--- src/rtl/unrank_pkg.sv ---
// Shared FSM encoding, default widths and the binomial helper for the unrank block.
package unrank_pkg;

  localparam int NUM_WIDTH_DEF = 10;
  localparam int ROWS_NUM_DEF  = 13;
  localparam int COL_WIDTH_DEF = 4;
  localparam int ROW_WIDTH_DEF = 4;

  typedef enum logic [1:0] {
    IDLE   = 2'd0,
    LOOKUP = 2'd1,
    EMIT   = 2'd2
  } state_t;

  // C(n,k), zero when k > n; only ever evaluated at elaboration time.
  function automatic int binom(input int n, input int k);
    int res;
    res = 1;
    if (k < 0 || k > n) begin
      res = 0;
    end else begin
      for (int i = 0; i < k; i++) begin
        res = res * (n - i) / (i + 1);
      end
    end
    return res;
  endfunction

endpackage

--- src/rtl/unrank_ctrl_tbl.sv ---
// Binomial lookup: largest row r with C(r,col) <= num, plus that C(r,col).
// Purely combinational; rows saturate at ROWS_NUM-1 when num exceeds the table.
module tbl
  import unrank_pkg::*;
#(
  parameter int NUM_WIDTH   = NUM_WIDTH_DEF,
  parameter int ROWS_NUM    = ROWS_NUM_DEF,
  parameter int VALUE_WIDTH = NUM_WIDTH,
  parameter int COL_WIDTH   = COL_WIDTH_DEF,
  parameter int ROW_WIDTH   = ROW_WIDTH_DEF
) (
  input  logic [NUM_WIDTH-1:0]   num_i,
  input  logic [COL_WIDTH-1:0]   col_i,
  output logic [ROW_WIDTH-1:0]   row_o,
  output logic [VALUE_WIDTH-1:0] val_o
);

  logic [VALUE_WIDTH-1:0] tab [ROWS_NUM][ROWS_NUM];

  for (genvar r = 0; r < ROWS_NUM; r++) begin : g_row
    for (genvar c = 0; c < ROWS_NUM; c++) begin : g_col
      assign tab[r][c] = VALUE_WIDTH'(binom(r, c));
    end
  end

  // C(r,col) is non-decreasing in r, so the last row that fits wins.
  always_comb begin
    logic [VALUE_WIDTH-1:0] v;
    row_o = '0;
    val_o = '0;
    for (int r = 0; r < ROWS_NUM; r++) begin
      v = '0;
      for (int c = 0; c < ROWS_NUM; c++) begin
        if (col_i == COL_WIDTH'(c)) v = tab[r][c];
      end
      if (v <= num_i) begin
        row_o = ROW_WIDTH'(r);
        val_o = v;
      end
    end
  end

endmodule

--- src/rtl/unrank_ctrl.sv ---
// Unranks a k-combination one element per LOOKUP/EMIT pair, largest element first.
// Elements hold on out_elem until out_ready; bad k is dropped with a one-cycle err.
module unrank_ctrl
  import unrank_pkg::*;
#(
  parameter int NUM_WIDTH   = NUM_WIDTH_DEF,
  parameter int ROWS_NUM    = ROWS_NUM_DEF,
  parameter int VALUE_WIDTH = NUM_WIDTH,
  parameter int COL_WIDTH   = COL_WIDTH_DEF,
  parameter int ROW_WIDTH   = ROW_WIDTH_DEF
) (
  input  logic                 clk,
  input  logic                 rst_n,
  input  logic                 in_valid,
  output logic                 in_ready,
  input  logic [NUM_WIDTH-1:0] in_rank,
  input  logic [COL_WIDTH-1:0] in_k,
  output logic                 out_valid,
  input  logic                 out_ready,
  output logic [ROW_WIDTH-1:0] out_elem,
  output logic                 out_last,
  output logic                 err
);

  state_t                 state_q, state_d;
  logic [NUM_WIDTH-1:0]   num_q, num_d;
  logic [COL_WIDTH-1:0]   col_q, col_d;
  logic [ROW_WIDTH-1:0]   elem_q, elem_d;
  logic                   out_valid_q, out_valid_d;
  logic                   err_q, err_d;
  logic [ROW_WIDTH-1:0]   tbl_row;
  logic [VALUE_WIDTH-1:0] tbl_val;

  tbl #(
    .NUM_WIDTH  (NUM_WIDTH),
    .ROWS_NUM   (ROWS_NUM),
    .VALUE_WIDTH(VALUE_WIDTH),
    .COL_WIDTH  (COL_WIDTH),
    .ROW_WIDTH  (ROW_WIDTH)
  ) u_tbl (
    .num_i(num_q),
    .col_i(col_q),
    .row_o(tbl_row),
    .val_o(tbl_val)
  );

  always_comb begin
    state_d = state_q;
    num_d   = num_q;
    col_d   = col_q;
    elem_d  = elem_q;
    err_d   = 1'b0;
    unique case (state_q)
      IDLE: begin
        if (in_valid) begin
          if (in_k != '0 && int'(in_k) < ROWS_NUM) begin
            num_d   = in_rank;
            col_d   = in_k;
            state_d = LOOKUP;
          end else begin
            err_d = 1'b1;
          end
        end
      end
      LOOKUP: begin
        elem_d  = tbl_row;
        num_d   = num_q - tbl_val;
        state_d = EMIT;
      end
      EMIT: begin
        if (out_ready) begin
          if (col_q == COL_WIDTH'(1)) begin
            state_d = IDLE;
          end else begin
            col_d   = col_q - COL_WIDTH'(1);
            state_d = LOOKUP;
          end
        end
      end
      default: state_d = IDLE;
    endcase
    out_valid_d = (state_d == EMIT);
  end

  always_ff @(posedge clk or negedge rst_n) begin
    if (!rst_n) begin
      state_q     <= IDLE;
      num_q       <= '0;
      col_q       <= '0;
      elem_q      <= '0;
      out_valid_q <= 1'b0;
      err_q       <= 1'b0;
    end else begin
      state_q     <= state_d;
      num_q       <= num_d;
      col_q       <= col_d;
      elem_q      <= elem_d;
      out_valid_q <= out_valid_d;
      err_q       <= err_d;
    end
  end

  assign in_ready  = (state_q == IDLE);
  assign out_valid = out_valid_q;
  assign out_elem  = elem_q;
  assign out_last  = out_valid_q && (col_q == COL_WIDTH'(1));
  assign err       = err_q;

endmodule

--- config.mk ---
export PLATFORM = sky130hd
export DESIGN_NAME = unrank_ctrl
export DESIGN_NICKNAME = d
export VERILOG_FILES = /design/src/rtl/unrank_pkg.sv /design/src/rtl/unrank_ctrl_tbl.sv /design/src/rtl/unrank_ctrl.sv
export SDC_FILE = /design/constraint.sdc
export NUM_CORES = 1
export LEC_CHECK = 0
export CORE_AREA = 2 2 84 127
export DETAILED_ROUTE_END_ITERATION = 12
export DIE_AREA = 0 0 86 129
export GPL_ROUTABILITY_DRIVEN = 0
export PLACE_DENSITY = 0.6
export SLEW_MARGIN = 10
export SYNTH_ARGS = -nofsm -noshare
export SYNTH_HDL_FRONTEND = slang
export SYNTH_SLANG_ARGS = --single-unit
--- constraint.sdc ---
create_clock -name clk -period 11 [get_ports clk]
set_input_delay 1.1 -clock clk [delete_from_list [all_inputs] [get_ports clk]]
set_output_delay 1.1 -clock clk [all_outputs]
set_load 0.005 [all_outputs]
==> impl_metrics.py, run 1 <==
metrics = {
    "timing": {
        "finalHoldViolCount": 0,
        "slew_headroom_pct": 31.7,
        "rsz0062_at_grt": "no",
        "finClkSkew_ns": 0.00327,
        "fin_crit_sh_pct": 60.6,
        "fin_crit_ns": 6.67,
        "tightestPinTransition_ns": 1.02,
        "finalSetupViolCount": 0,
        "max_freq_ghz": 0.150,
        "setup_tns_ns": 0,
        "report.final.slew_viol_count": 0,
        "whs_ns": 0.477,
        "setup_slack_ns": 4.33,
    },
    "floorplanning": {
        "start_util_pct": 44.3,
        "fp.dieH_um": 129,
        "die_w_um": 86,
        "core_area_um2": 9970,
        "dieArea_um2": 11100,
        "row_count": 45,
        "top_level_ports": 26,
    },
    "synth": {
        "ys.flop_type": "dfrtp_1",
        "synth_edf_count": 0,
        "syn_area_per_cell_um2": 7.27,
        "yosys-top-cells-count": "ha_1, nor2_1, nand2_1, o21ai_0, a21oi_1",
        "synthDistinctLibCells": 77,
        "yosysSeqAreaShare_pct": 12.5,
        "synth_largest_area_cell": "ha_1",
        "netlist_area_um2": 4420,
        "async_flop_share_pct": 100,
        "ys_seq_elements": 22,
        "ys_warn_count": 0,
        "synth_cells": 608,
        "synth_area_leaders": "ha_1, dfrtp_1, nor2_1, o21ai_0, a21oi_1",
        "yosys.cell_count.top_type": "ha_1",
        "synth.net_count": 705,
        "synth_top_area_share_pct": 22.1,
    },
    "global_routing": {
        "grt_overflow": 0,
        "grt_pass1_wl_um": 24500,
        "grt_pass1_vias": 4678,
        "antenna_found_initial": 0,
        "grt_max_degree": 44,
        "gr-usage-all-layers_pct": 28.3,
    },
    "drt": {
        "wl_per_cell_um": 21.5,
        "vias_per_cell": 6.59,
        "drtAntennaViolNets": 0,
        "first_pass_iters": 5,
        "totalWireLength_um": 15600,
        "drt_iter0_markers": 612,
        "drc": 0,
        "vias": 4786,
    },
    "setup_path": {
        "crit_chain": "inv_1 -> ha_1 -> nor2b_1 -> a221oi_1 -> a211oi_1 -> ha_1 -> o21ai_0 -> a21oi_1 -> o221ai_1 -> a21oi_1 -> nor2_1 -> a221oi_1 -> o2bb2ai_1 -> ha_1 -> inv_1 -> fa_1 -> a21o_1 -> a21oi_1 -> o21bai_1 -> a21oi_1 -> o21bai_1 -> a21oi_1 -> xor2_1 -> mux2i_1",
        "cp-start-kind": "flop",
        "crit_path_end_kind": "flop",
        "cpPeakStageDelay_ns": 0.73,
        "slowest_stage": "a21oi_1",
        "worst-path-buf-inv": 2,
        "regToRegSetupSlack_ns": 4.33,
        "cp.required_ns": 11.12,
        "r2r_end": "num_q[8]",
        "worst-setup-path-type": "flop to flop",
        "reg2regPathDepth": 24,
        "cp_common_cell": "a21oi_1",
        "path_max_fanout": 18,
        "critPathArrivalTime_ns": 6.78,
        "path_delay_family": "compound AO/OA/AOI/OAI gates",
        "timing.rr.start": "col_q[0]",
    },
    "clock_network": {
        "cts_buffer_depth": 2,
        "cts_tree": "built",
        "cts_resized": 0,
        "path_clk_slew_ns": 0.06,
        "postCtsHoldBufs": 0,
        "cts_setup_buffers": 0,
        "cts_buffers": 3,
        "h-tree-depth": 1,
        "cts_root_buf": "clkbuf_16",
        "numClockSinks": 22,
        "insertion_delay_ns": 0.26,
    },
    "placed_design": {
        "pre_cts_ws_ns": 4.67,
        "post-dp-hpwl_um": 12200,
        "portBuffers": 25,
    },
    "cells_and_area": {
        "area_delta_synth_final_pct": 8.50,
        "seqCellArea_um2": 551,
        "num-fill-cells": 996,
        "diodes": 0,
        "drive_gt1_share_pct": 5.25,
        "nets": 707,
        "multi_input_area_um2": 3570,
    },
    "status": {
        "status": "complete, no violations",
    },
    "worst_hold_path": {
        "whs_endpoint": "out_elem[3]",
        "hold_depth": 2,
        "min-delay-path-class": "flop to flop",
        "min_from": "out_elem[3]",
    },
    "job": {
        "maxCapViolations": 0,
    },
}
==> final cells by class <==
class | count | share of cell area, %
Clock buffer | 3 | 1.57
Tap cell | 117 | 3.05
Multi-Input combinational cell | 517 | 74.5
Sequential cell | 22 | 11.5
Timing Repair Buffer | 29 | 5.85
Inverter | 37 | 2.90
Clock inverter | 1 | 0.626
==> metal layers <==
layer / track usage, % / up-vias / part of all wire, %
met3: 1.86 / 84 / 4.9
li1: - / 2237 / -
met4: 22.1 / 0 / 8.8
met2: 48.2 / 224 / 48
met5: 0 / - / 0
met1: 32.4 / 2241 / 39
==> kinds of logic after synthesis <==
family                   after synthesis  share of synthesized area (%)
AND/OR/NAND/NOR                      228                           25.4
XOR/XNOR                               8                           1.59
flip-flops                            22                           12.5
multiplexers                           8                           1.87
buffers and inverters                 69                           6.68
AO/OA/AOI/OAI                        194                           29.4
adder cells (fa/ha/maj)               79                           22.5
==> sequential cells by signal (all words and copies together) (netlist names) <==
signal and cells:
err 1, state_q 2, col_q 4, out_valid 1
out_elem 4, num_q 10
==> metrics by stage <==
step / std cells / instance area [µm²] / utilization (%)
after floorplan: 608 / 4420 / -
after global placement: 722 / 4690 / 47.0
after detailed placement: 722 / 4690 / 47.0
after CTS: 726 / 4790 / 48.1
after global routing: 726 / 4790 / 48.1
final: 726 / 4790 / 48.1
==> how the worst max path moves through the flow <==
stage / startpoint / end / slack [ns] / cells past startpoint
3_3_place_gp: col_q[1] / num_q[8] / 4.64 / 26
4_1_cts: col_q[0] / num_q[8] / 4.61 / 26
5_1_grt: col_q[0] / num_q[8] / 4.00 / 26
2_1_floorplan: col_q[0] / num_q[8] / 5.92 / 25
6_report: col_q[0] / num_q[8] / 4.33 / 24
3_5_place_dp: col_q[1] / num_q[8] / 4.67 / 26
==> tightest hold or removal path, cell delays in order (launching register included) <==
cell	delay (ns)
dfrtp_1	0.35
nand2_1	0.05
nand2_1	0.05
==> layout by cell type (no fill, tap or decap), types with 4 or more instances in the layout <==
cell,count
a211oi_1,5
a21o_1,11
a21oi_1,43
a221oi_1,4
a22oi_1,4
a31oi_1,12
and2_1,8
and3_1,6
buf_4,4
clkdlybuf4s50_1,25
dfrtp_1,22
ha_1,78
inv_1,35
mux2i_1,6
nand2_1,46
nand2b_1,8
nand3_1,9
nand3b_1,4
nand4_1,14
nor2_1,76
nor2b_1,16
nor3_1,16
o211ai_1,8
o21a_1,4
o21ai_0,46
o21bai_1,6
o221ai_1,5
o22ai_1,6
or2_2,9
or3_1,5
xnor2_1,4
xor2_1,4
Power of run 1 is not shown: default switching activity piles up to over one toggle a cycle in this logic, so the estimate is an artifact.
==> inputs of run 2 (changes only) <==
- clock period: 11 -> 6.7 ns (I/O delays scaled with it)
==> impl_metrics.py, run 2 (synthesis results as in run 1) <==
metrics = {
    "status": {
        "status": "complete, no violations",
    },
    "floorplanning": {
        "fp.dieH_um": 129,
        "die_w_um": 86,
        "row_count": 45,
        "start_util_pct": 44.3,
        "top_level_ports": 26,
        "core_area_um2": 9970,
        "dieArea_um2": 11100,
    },
    "timing": {
        "fin_crit_ns": 6.18,
        "report.final.slew_viol_count": 0,
        "setup_tns_ns": 0,
        "slew_headroom_pct": 31.7,
        "rsz0062_at_grt": "no",
        "finalHoldViolCount": 0,
        "fin_crit_sh_pct": 92.3,
        "max_freq_ghz": 0.162,
        "tightestPinTransition_ns": 1.02,
        "finalSetupViolCount": 0,
        "finClkSkew_ns": 0.00215,
    },
    "setup_path": {
        "timing.rr.start": "col_q[0]",
        "path_max_fanout": 24,
        "crit_path_end_kind": "flop",
        "cpPeakStageDelay_ns": 0.44,
        "slowest_stage": "dfrtp_1",
        "r2r_end": "num_q[8]",
        "reg2regPathDepth": 25,
        "worst-setup-path-type": "flop to flop",
        "cp-start-kind": "flop",
        "cp.required_ns": 6.82,
        "critPathArrivalTime_ns": 6.30,
        "regToRegSetupSlack_ns": 0.52,
    },
    "clock_network": {
        "path_clk_slew_ns": 0.06,
        "cts_root_buf": "clkbuf_16",
        "cts_buffers": 3,
        "insertion_delay_ns": 0.26,
        "h-tree-depth": 1,
        "numClockSinks": 22,
        "postCtsHoldBufs": 0,
        "cts_tree": "built",
        "cts_buffer_depth": 2,
    },
    "worst_hold_path": {
        "min-delay-path-class": "flop to flop",
        "hold_depth": 2,
        "whs_endpoint": "out_elem[3]",
        "min_from": "out_elem[3]",
    },
    "global_routing": {
        "antenna_found_initial": 0,
        "grt_max_degree": 39,
        "grt_overflow": 0,
        "gr-usage-all-layers_pct": 29.8,
        "grt_pass1_wl_um": 25500,
        "grt_pass1_vias": 4852,
    },
    "placed_design": {
        "portBuffers": 25,
        "post-dp-hpwl_um": 12500,
    },
    "cells_and_area": {
        "largest-register": "num_q",
        "layout_commonest_cell": "ha_1",
        "largest_reg_flops": 10,
        "area_delta_synth_final_pct": 10.1,
        "diodes": 0,
        "num-fill-cells": 1016,
        "seqCellArea_um2": 551,
        "multi_input_area_um2": 3590,
        "final_cell_mix": "ha_1, nor2_1, nand2_1",
        "drive_gt1_share_pct": 6.82,
        "nets": 714,
    },
    "job": {
        "maxCapViolations": 0,
    },
    "drt": {
        "drc": 0,
        "first_pass_iters": 5,
        "drtAntennaViolNets": 0,
        "drt_iter0_markers": 504,
        "vias_per_cell": 6.54,
        "wl_per_cell_um": 22.0,
        "totalWireLength_um": 16100,
        "vias": 4793,
    },
}
[run 2: cell types whose count changed in the layout (fill, tap and decap cells not counted), sizes merged]
| cell | previous run | this run |
|---|---|---|
| buf | 4 | 11 |
[run 2: worst max-delay path: cells and delay by family (launching register included)]
kind            cells  cell delay (ns)
compound gates     12             2.76
xor+xnor            1             0.17
fa+ha+maj           4             1.30
buf+inv             2             0.34
flops               1             0.44
mux                 1             0.09
simple gates        5             0.95
[run 2: how the worst max path moves through the flow]
| stage | start | end | slack [ns] | cells past startpoint |
|---|---|---|---|---|
| global route | col_q[0] | num_q[8] | 0.06 | 25 |
| finish | col_q[0] | num_q[8] | 0.52 | 25 |
| CTS | col_q[0] | num_q[8] | 0.32 | 26 |
| floorplan | col_q[0] | num_q[8] | 1.62 | 25 |
| global placement | col_q[0] | num_q[8] | 0.49 | 26 |
| detailed placement | col_q[0] | num_q[8] | 0.36 | 26 |
[run 2: cell type report]
cell class / instances / share of cell area (%)
multi-input combinational: 517 / 73.8
tap: 117 / 3.01
clock buffer: 3 / 1.54
sequential: 22 / 11.3
inverter: 37 / 2.86
timing repair buffer: 36 / 6.84
clock inverter: 1 / 0.617
[run 2: per-layer routing]
layer	part of all wire, %	up-vias	global-route usage, %
met5	0	-	0
li1	-	2255	-
met3	5.7	95	4.30
met4	10	0	25.7
met1	37	2218	31.9
met2	47	225	50.6
[run 2: stage by stage]
| stage | cells | hold slack, ns | util (%) | cell area [µm²] | setup slack, ns |
|---|---|---|---|---|---|
| 4_1_cts | 733 | 0.480 | 48.6 | 4850 | 0.316 |
| 6_report | 733 | 0.478 | 48.8 | 4860 | 0.516 |
| 3_5_place_dp | 729 | 0.462 | 47.6 | 4740 | 0.362 |
| 5_1_grt | 733 | 0.530 | 48.8 | 4860 | 0.0612 |
| 2_1_floorplan | 608 | 0.374 | - | 4420 | 1.62 |
| 3_3_place_gp | 729 | 0.457 | 47.6 | 4740 | 0.492 |
[run 2: repair_timing]
item | CTS | global route
endpoints found under the setup margin | 0 | 2
hold endpoints to repair | 0 | 0
resized for setup | 0 | 5
setup buffers | 0 | 0
Power of run 2 is left out for the same reason.
